File: config.mk
export PLATFORM = sky130hd
export DESIGN_NAME = ifetch_unit
export DESIGN_NICKNAME = d
export VERILOG_FILES = /design/src/rtl/ifetch_pkg.sv /design/src/rtl/ifetch_fifo.sv /design/src/rtl/ifetch_unit.sv
export SDC_FILE = /design/constraint.sdc
export NUM_CORES = 1
export LEC_CHECK = 0
export ABC_AREA = 1
export BUFFER_PORTS_ARGS = -buffer_cell sky130_fd_sc_hd__buf_4
export CORE_AREA = 2 2 120 122
export CTS_CLUSTER_SIZE = 30
export DETAILED_ROUTE_END_ITERATION = 12
export DIE_AREA = 0 0 122 124
export GPL_TIMING_DRIVEN = 0
export HOLD_SLACK_MARGIN = 0.15
export PLACE_DENSITY = 0.84
export SLEW_MARGIN = 10
export SYNTH_ARGS = -nofsm -noshare
export SYNTH_HDL_FRONTEND = slang
export SYNTH_SLANG_ARGS = --single-unit
export TNS_END_PERCENT = 1
File: constraint.sdc
create_clock -name clk -period 4.4 [get_ports clk]
set_input_delay 0.88 -clock clk [delete_from_list [all_inputs] [get_ports clk]]
set_output_delay 0.88 -clock clk [all_outputs]
set_load 0.005 [all_outputs]
File: src/rtl/ifetch_pkg.sv
// Shared widths and the fetch-buffer entry type for the instruction fetch unit.
package ifetch_pkg;

  localparam int XLEN    = 32;
  localparam int ILEN    = 32;
  localparam int ROM_AW  = 10;
  localparam int PC_STEP = 4;

  typedef struct packed {
    logic [XLEN-1:0] pc;
    logic [ILEN-1:0] instr;
  } fetch_entry_t;

  function automatic logic [XLEN-1:0] word_align(input logic [XLEN-1:0] addr);
    return {addr[XLEN-1:2], 2'b00};
  endfunction

endpackage

File: src/rtl/ifetch_fifo.sv
// Synchronous fetch buffer: power-of-two depth, flush wins over push/pop,
// push accepted when full if a pop happens in the same cycle.
module ifetch_fifo
  import ifetch_pkg::*;
#(
  parameter int DEPTH = 2
) (
  input  logic         clk,
  input  logic         rst_n,
  input  logic         flush_i,
  input  logic         push_i,
  input  fetch_entry_t push_data_i,
  input  logic         pop_i,
  output logic         full_o,
  output logic         empty_o,
  output fetch_entry_t head_o
);

  localparam int PW = $clog2(DEPTH);
  localparam int CW = PW + 1;

  fetch_entry_t   mem_q [DEPTH];
  logic [PW-1:0]  rd_ptr_q;
  logic [PW-1:0]  wr_ptr_q;
  logic [CW-1:0]  count_q;
  logic           do_push_s;
  logic           do_pop_s;

  assign empty_o   = (count_q == CW'(0));
  assign full_o    = (count_q == CW'(DEPTH));
  assign do_pop_s  = pop_i && !empty_o;
  assign do_push_s = push_i && (!full_o || do_pop_s);
  assign head_o    = mem_q[rd_ptr_q];

  // Pointer and occupancy bookkeeping.
  always_ff @(posedge clk or negedge rst_n) begin
    if (!rst_n) begin
      rd_ptr_q <= '0;
      wr_ptr_q <= '0;
      count_q  <= '0;
    end else if (flush_i) begin
      rd_ptr_q <= '0;
      wr_ptr_q <= '0;
      count_q  <= '0;
    end else begin
      if (do_push_s) wr_ptr_q <= wr_ptr_q + PW'(1);
      if (do_pop_s)  rd_ptr_q <= rd_ptr_q + PW'(1);
      case ({do_push_s, do_pop_s})
        2'b10:   count_q <= count_q + CW'(1);
        2'b01:   count_q <= count_q - CW'(1);
        default: count_q <= count_q;
      endcase
    end
  end

  // Storage is cleared on reset so the head reads zero while held in reset.
  always_ff @(posedge clk or negedge rst_n) begin
    if (!rst_n) begin
      for (int i = 0; i < DEPTH; i++) mem_q[i] <= '0;
    end else if (do_push_s && !flush_i) begin
      mem_q[wr_ptr_q] <= push_data_i;
    end
  end

endmodule

File: src/rtl/ifetch_unit.sv
// Instruction fetch unit: PC register, ROM addressing and redirect control
// around an ifetch_fifo. Optional IFETCH_HALT_ON_ZERO_EN stops fetch on a zero word.
module ifetch_unit
  import ifetch_pkg::*;
#(
  parameter logic [XLEN-1:0] RESET_PC   = 32'h0000_0000,
  parameter int              FIFO_DEPTH = 2
) (
  input  logic              clk,
  input  logic              rst_n,
  output logic [ROM_AW-1:0] rom_addr,
  input  logic [ILEN-1:0]   rom_data,
  output logic [ILEN-1:0]   instr,
  output logic [XLEN-1:0]   instr_pc,
  output logic              instr_valid,
  input  logic              instr_ready,
  input  logic              redirect_valid,
  input  logic [XLEN-1:0]   redirect_pc,
  output logic              halted
);

  logic [XLEN-1:0] fetch_pc_q;
  logic [XLEN-1:0] fetch_pc_d;
  logic            fifo_full_s;
  logic            fifo_empty_s;
  logic            fifo_push_s;
  logic            fifo_pop_s;
  logic            fetch_slot_s;
  logic            zero_word_s;
  logic            redirect_lsb_unused;
  fetch_entry_t    push_entry_s;
  fetch_entry_t    head_s;

  assign rom_addr            = fetch_pc_q[ROM_AW+1:2];
  assign instr_valid         = !fifo_empty_s;
  assign instr               = head_s.instr;
  assign instr_pc            = head_s.pc;
  assign push_entry_s        = '{pc: fetch_pc_q, instr: rom_data};
  assign redirect_lsb_unused = ^redirect_pc[1:0];
  assign fetch_slot_s        = (!fifo_full_s || (instr_valid && instr_ready)) && !halted;

  // Fetch/pop decision; a redirect discards whatever this cycle would have done.
  always_comb begin
    fifo_push_s = 1'b0;
    fifo_pop_s  = 1'b0;
    fetch_pc_d  = fetch_pc_q;
    if (redirect_valid) begin
      fetch_pc_d = word_align(redirect_pc);
    end else begin
      fifo_pop_s = instr_valid && instr_ready;
      if (fetch_slot_s && !zero_word_s) begin
        fifo_push_s = 1'b1;
        fetch_pc_d  = fetch_pc_q + XLEN'(PC_STEP);
      end else begin
        fetch_pc_d = fetch_pc_q;
      end
    end
  end

  // Fetch PC register.
  always_ff @(posedge clk or negedge rst_n) begin
    if (!rst_n) fetch_pc_q <= RESET_PC;
    else        fetch_pc_q <= fetch_pc_d;
  end

`ifdef IFETCH_HALT_ON_ZERO_EN
  logic halted_q;
  logic halted_d;

  assign zero_word_s = (rom_data == ILEN'(0));
  assign halted      = halted_q;

  // Halt latches on a zero fetch and only a redirect or reset releases it.
  always_comb begin
    halted_d = halted_q;
    if (redirect_valid)                   halted_d = 1'b0;
    else if (fetch_slot_s && zero_word_s) halted_d = 1'b1;
    else                                  halted_d = halted_q;
  end

  always_ff @(posedge clk or negedge rst_n) begin
    if (!rst_n) halted_q <= 1'b0;
    else        halted_q <= halted_d;
  end
`else
  assign zero_word_s = 1'b0;
  assign halted      = 1'b0;
`endif

  ifetch_fifo #(
    .DEPTH (FIFO_DEPTH)
  ) u_fifo (
    .clk         (clk),
    .rst_n       (rst_n),
    .flush_i     (redirect_valid),
    .push_i      (fifo_push_s),
    .push_data_i (push_entry_s),
    .pop_i       (fifo_pop_s),
    .full_o      (fifo_full_s),
    .empty_o     (fifo_empty_s),
    .head_o      (head_s)
  );

endmodule

== After elaboration in Yosys (flattened, before gate mapping) ==
Cells that the tools add are included.
Word-level totals
  bits of input ports: 68
  register bits after elaboration: 164
  output and inout port bits: 76
Cells by class
  add/sub/neg operators: 5
  equality and inequality tests: 3
  bitwise gates (word level): 2
  reduce and logical (&&, ||, !) cells: 15
  mux-type cells: 17
  magnitude comparators: 3
Operators with widths (count)
  64-bit two-way mux: 4
  128-bit bitwise mux: 1
  64-bit demux with 1-bit select: 1
  32-bit two-way mux: 2
  32-bit by 3-bit adder with 32-bit output (second input constant): 1
  1-bit two-way mux: 7
  2-bit nonzero test: 3
  1-bit logical AND: 5
  2-bit == test (second input constant): 2
  2-bit >= comparator (second input constant): 2
  1-bit inverter with 2-bit output: 2
  2-bit case mux with 2 select lines: 1
  1-bit logical NOT: 3
  3-bit nonzero test: 1
  1-bit adder (second input constant): 2
  2-bit by 1-bit adder with 2-bit output (second input constant): 1
  2-bit by 1-bit == test with 1-bit output (second input constant): 1
  2-bit logical NOT: 1
  1-bit logical OR: 2
  2-bit by 1-bit less-than comparator with 1-bit output (second input constant): 1
  2-bit two-way mux: 1
  2-bit by 1-bit subtractor with 2-bit output (second input constant): 1

== Depth between registers and ports, before layout ==
  depth in word-level cells: 10
  mapped depth: 11
  depth with buffers taken out: 11

== Hierarchy ==
A second synthesis with hierarchy kept.
Unflattened totals
  cell total of the unflattened synthesis: 1071
  area total of the unflattened synthesis: 8388.0 µm²
By module, submodules not included
  ifetch_fifo: area an instance 6150.9 µm², cells an instance 720, instances 1
  ifetch_unit: area an instance 2237.1 µm², cells an instance 351, instances 1

== Worst setup path after synthesis ==
Ideal clock, no wire load.
  path type: flip-flop to output port
  from: register u_fifo.rd_ptr_q
  to: output port instr[0]
  buffers on the path: 2
  stages on the path, launching flop included: 6
  slack: 2.462 ns
  arrival time: 1.058 ns
  path through: dfrtp_1 > clkbuf_1 > inv_2 > clkbuf_1 > nand2_1 > nand2_1
Between the ends
  word-level cells in the longest chain between the ends: 4
RTL lines
  start: declaration: line ifetch_fifo.sv:23  | logic [PW-1:0] rd_ptr_q;
  start signal: assignment: line ifetch_fifo.sv:47  | if (do_pop_s) rd_ptr_q <= rd_ptr_q + PW'(1);
  1-bit inverter with 2-bit output (implied by the code): line ifetch_fifo.sv:33  | assign head_o = mem_q[rd_ptr_q];
  64-bit two-way mux (implied by the code) (3 in series): line ifetch_fifo.sv:33
  end: declaration: line ifetch_unit.sv:13  | output logic [ILEN-1:0] instr,
No other way between the ends. The select of a mux whose other input is x is not followed.

== Final worst setup path ==
  from: register u_fifo.rd_ptr_q
  to: output port instr_pc[14]
Between the ends
  word-level cells in the longest chain between the ends: 4
RTL lines
  1-bit inverter with 2-bit output (implied by the code): line ifetch_fifo.sv:33
  64-bit two-way mux (implied by the code) (3 in series): line ifetch_fifo.sv:33
  end: declaration: line ifetch_unit.sv:14  | output logic [XLEN-1:0] instr_pc,
No other way between the ends. The select of a mux whose other input is x is not followed.

==> results.toml <==
[outcome]
status = "complete, no violations"

[cts]
h-tree-depth = 4
ctsLongestPathBuffers = 2
post_cts_buffers = 0
cts_tree = "done"
cts-root-buf = "clkbuf_16"
worstSkewPairLatency_ps = 430
clk_pin_slew_worst_paths_ps = 60
cts_resized = 0
hold_buffers = 0
cts.sinks = 158
cts_buffers = 17

[place]
place_hpwl_um = 15300
place_inst = 1348
place_area_um2 = 9510
gp_congestion = 0.959
port_buffers = 137

[floorplan]
num_io_pins = 144
coreArea_um2 = 13700
fp.dieH_um = 124
dieArea_um2 = 15100
rows = 43
initial_utilization = 0.599
die_x_um = 122

[hold_path]
hold_class = "input pin to asynchronous set/reset pin"

[critical_path]
crit_path_cell_trace = "clkbuf_1 > inv_2 > clkbuf_1 > nand2_1 > nand2_1 > buf_4"
regToRegEndpoint = "fetch_pc_q[18]"
crit_buf_inv = 4
critPathTopFamily = "buffers and inverters"
start_kind = "register"
endpoint_kind = "output pin"
startpoint = "u_fifo.rd_ptr_q"
cp_max_fo = 10
reg2reg_depth = 10
critPathArrivalTime_ps = 2270
crit_slowest_cell = "clkbuf_1"
timing.rr.start = "fetch_pc_q[2]"
critPathMaxStageDelay_ps = 470
reg2reg_slack_ps = 2290
critPathKind = "register to output pin"
cp_data_required_time_ps = 3520

[logic_synthesis]
synth-xor-area-share = 0.0107
synthAdderAreaFrac = 0.00152
syn_area_per_cell_um2 = 7.99
synth_top_family_by_area = "simple AND/OR/NAND/NOR gates"
yosysWarningCount = 0
netlist-cell-type-count = 35
ys_seq_area_frac = 0.481
synth_cells = 1028
synth-compound-area-share = 0.124
synthMuxAreaShare = 0
synth.cell_area_um2 = 8210
yosys.area_share.simple = 0.294
synth_seq_cells = 158

[timing]
hold_violations = 0
rsz0062_at_grt = "false"
fin_skew_ps = 5.47
max_slew_margin = 0.527
drv_slew = 0
tns_ps = 0
max_freq_ghz = 0.318
setup_violations = 0
period_share = 0.715
tightest_slew_ps = 709
period_minus_slack_ps = 3150

[layout]
fin_cells = 1380
drive_gt1_frac = 0.283
area_delta_synth_final_pct = 23.6
postLayoutCoreUtil = 0.740
layout.nets = 1256
final_area_um2 = 10200
antennaDiodeCount = 0

[grt]
grt_pass1_vias = 6946
track_usage = 0.300
grt_max_degree = 92
grt_pass1_wl_um = 34700
grt_overflow = 0
antenna_found_initial = 0

[power_and_ir_drop]
ir_drop_v = 0.000248
p_leak_uw = 0.00518
power_density_nw_per_um2 = 452

[route]
drt_pass1_iterations = 7
antenna_left = 0
vias = 7306
drt-total-wl_um = 21600
viasPerCell = 5.29
drc_errors = 0
wl_per_cell_um = 15.7
first_iter_violations = 725

[flow_run]
drv_cap = 0
-- logic make-up after synthesis --
| group | Yosys count |
|---|---|
| other | 1 |
| flip-flops | 158 |
| adder cells (fa/ha/maj) | 1 |
| XOR/XNOR | 10 |
| AO/OA/AOI/OAI | 153 |
| buffers and inverters | 138 |
| AND/OR/NAND/NOR | 567 |
-- worst max-delay path by stage --
stage / endpoint / slack [ps] / cells past startpoint
finish: instr_pc[14] / 1250 / 6
global route: instr_pc[14] / 1110 / 6
CTS: instr_pc[14] / 1290 / 6
detailed placement: instr_pc[14] / 1750 / 6
global placement: u_fifo.mem_q[1] / 1640 / 1
floorplan: instr[0] / 2460 / 5
-- per-layer routing --
layer  vias up  wire length, um  global-route usage
met2       300            10500               0.501
li1       3520                -                   -
met5         -                0                   0
met3        32             1460              0.0408
met1      3454             9270               0.410
met4         0              355              0.0955
-- where the power goes --
| part | internal, uW | switching (uW) | total, uW | leakage (uW) |
|---|---|---|---|---|
| logic | 498 | 578 | 1080 | 0.00293 |
| registers | 1720 | 198 | 1920 | 0.00195 |
| clock network | 1010 | 588 | 1600 | 0.000306 |
-- per-stage QoR --
step	hold WS, ps	setup slack [ps]	total power [uW]
floorplan	453	2460	2520
finish	457	1250	4590
CTS	484	1290	4600
global route	496	1110	4810
detailed placement	470	1750	3000
global placement	464	1640	2960
-- cell type report --
cell class              instances  area (um^2)
flip-flops and latches        158         3950
fillers                      1034         3570
multi-input cells             734         3540
repair buffers                138         1060
clock buffers                  23          488
plain buffers                  60          428
inverters                      78          300
well taps                     180          225
clock inverters                 9          156
-- placed cells by master (no fill, tap or decap), types with 2 or more instances in the layout --
cell        instances
o21ai_0            50
nor3_1              2
clkbuf_1           19
dfrtp_1           158
nand2_1           406
nand2_8             4
clkbuf_8            4
bufinv_16           4
nor2_1             58
nor2_2              2
xor2_1              9
clkbuf_16          17
buf_2              14
nor2_4              3
o21bai_1            4
o21ai_1            26
o21ai_2            60
a21oi_1             7
o211ai_1            3
inv_2               2
nand2_2            56
buf_8               7
buf_4             150
buf_6               6
nand3_1            35
clkinvlp_4          3
inv_1              74
conb_1              3
-- worst reg2reg max path, stage by stage, from the launching register on --
cell and delay, ps:
dfrtp_1 560, ha_1 400, nand3_1 190, inv_1 210, nand2_1 70, inv_1 130
nand2_1 100, inv_1 120, nand3_1 80, nand3_1 90, nand2_1 60
-- sequential cells by signal (all words and copies together) (netlist names) --
name             cells
u_fifo.rd_ptr_q      1
u_fifo.wr_ptr_q      1
u_fifo.count_q       2
u_fifo.mem_q       124
fetch_pc_q          30
-- Yosys cell counts (all sizes together) --
library cell | count | area (um^2)
nand2 | 466 | 1950
dfrtp | 158 | 3950
o21ai | 136 | 906
inv | 78 | 300
nor2 | 63 | 264
buf | 42 | 357
nand3 | 35 | 175
clkbuf | 18 | 71.3
xor2 | 9 | 78.8
a21oi | 7 | 35.0
o21bai | 4 | 30.0
o211ai | 3 | 22.5
nor3 | 2 | 10.0
a31oi | 1 | 6.26
conb | 1 | 3.75
ha | 1 | 12.5
nor3b | 1 | 7.51
o221ai | 1 | 8.76
o22ai | 1 | 6.26
xnor2 | 1 | 8.76
Note: power is estimated with default switching activity, not from simulation.
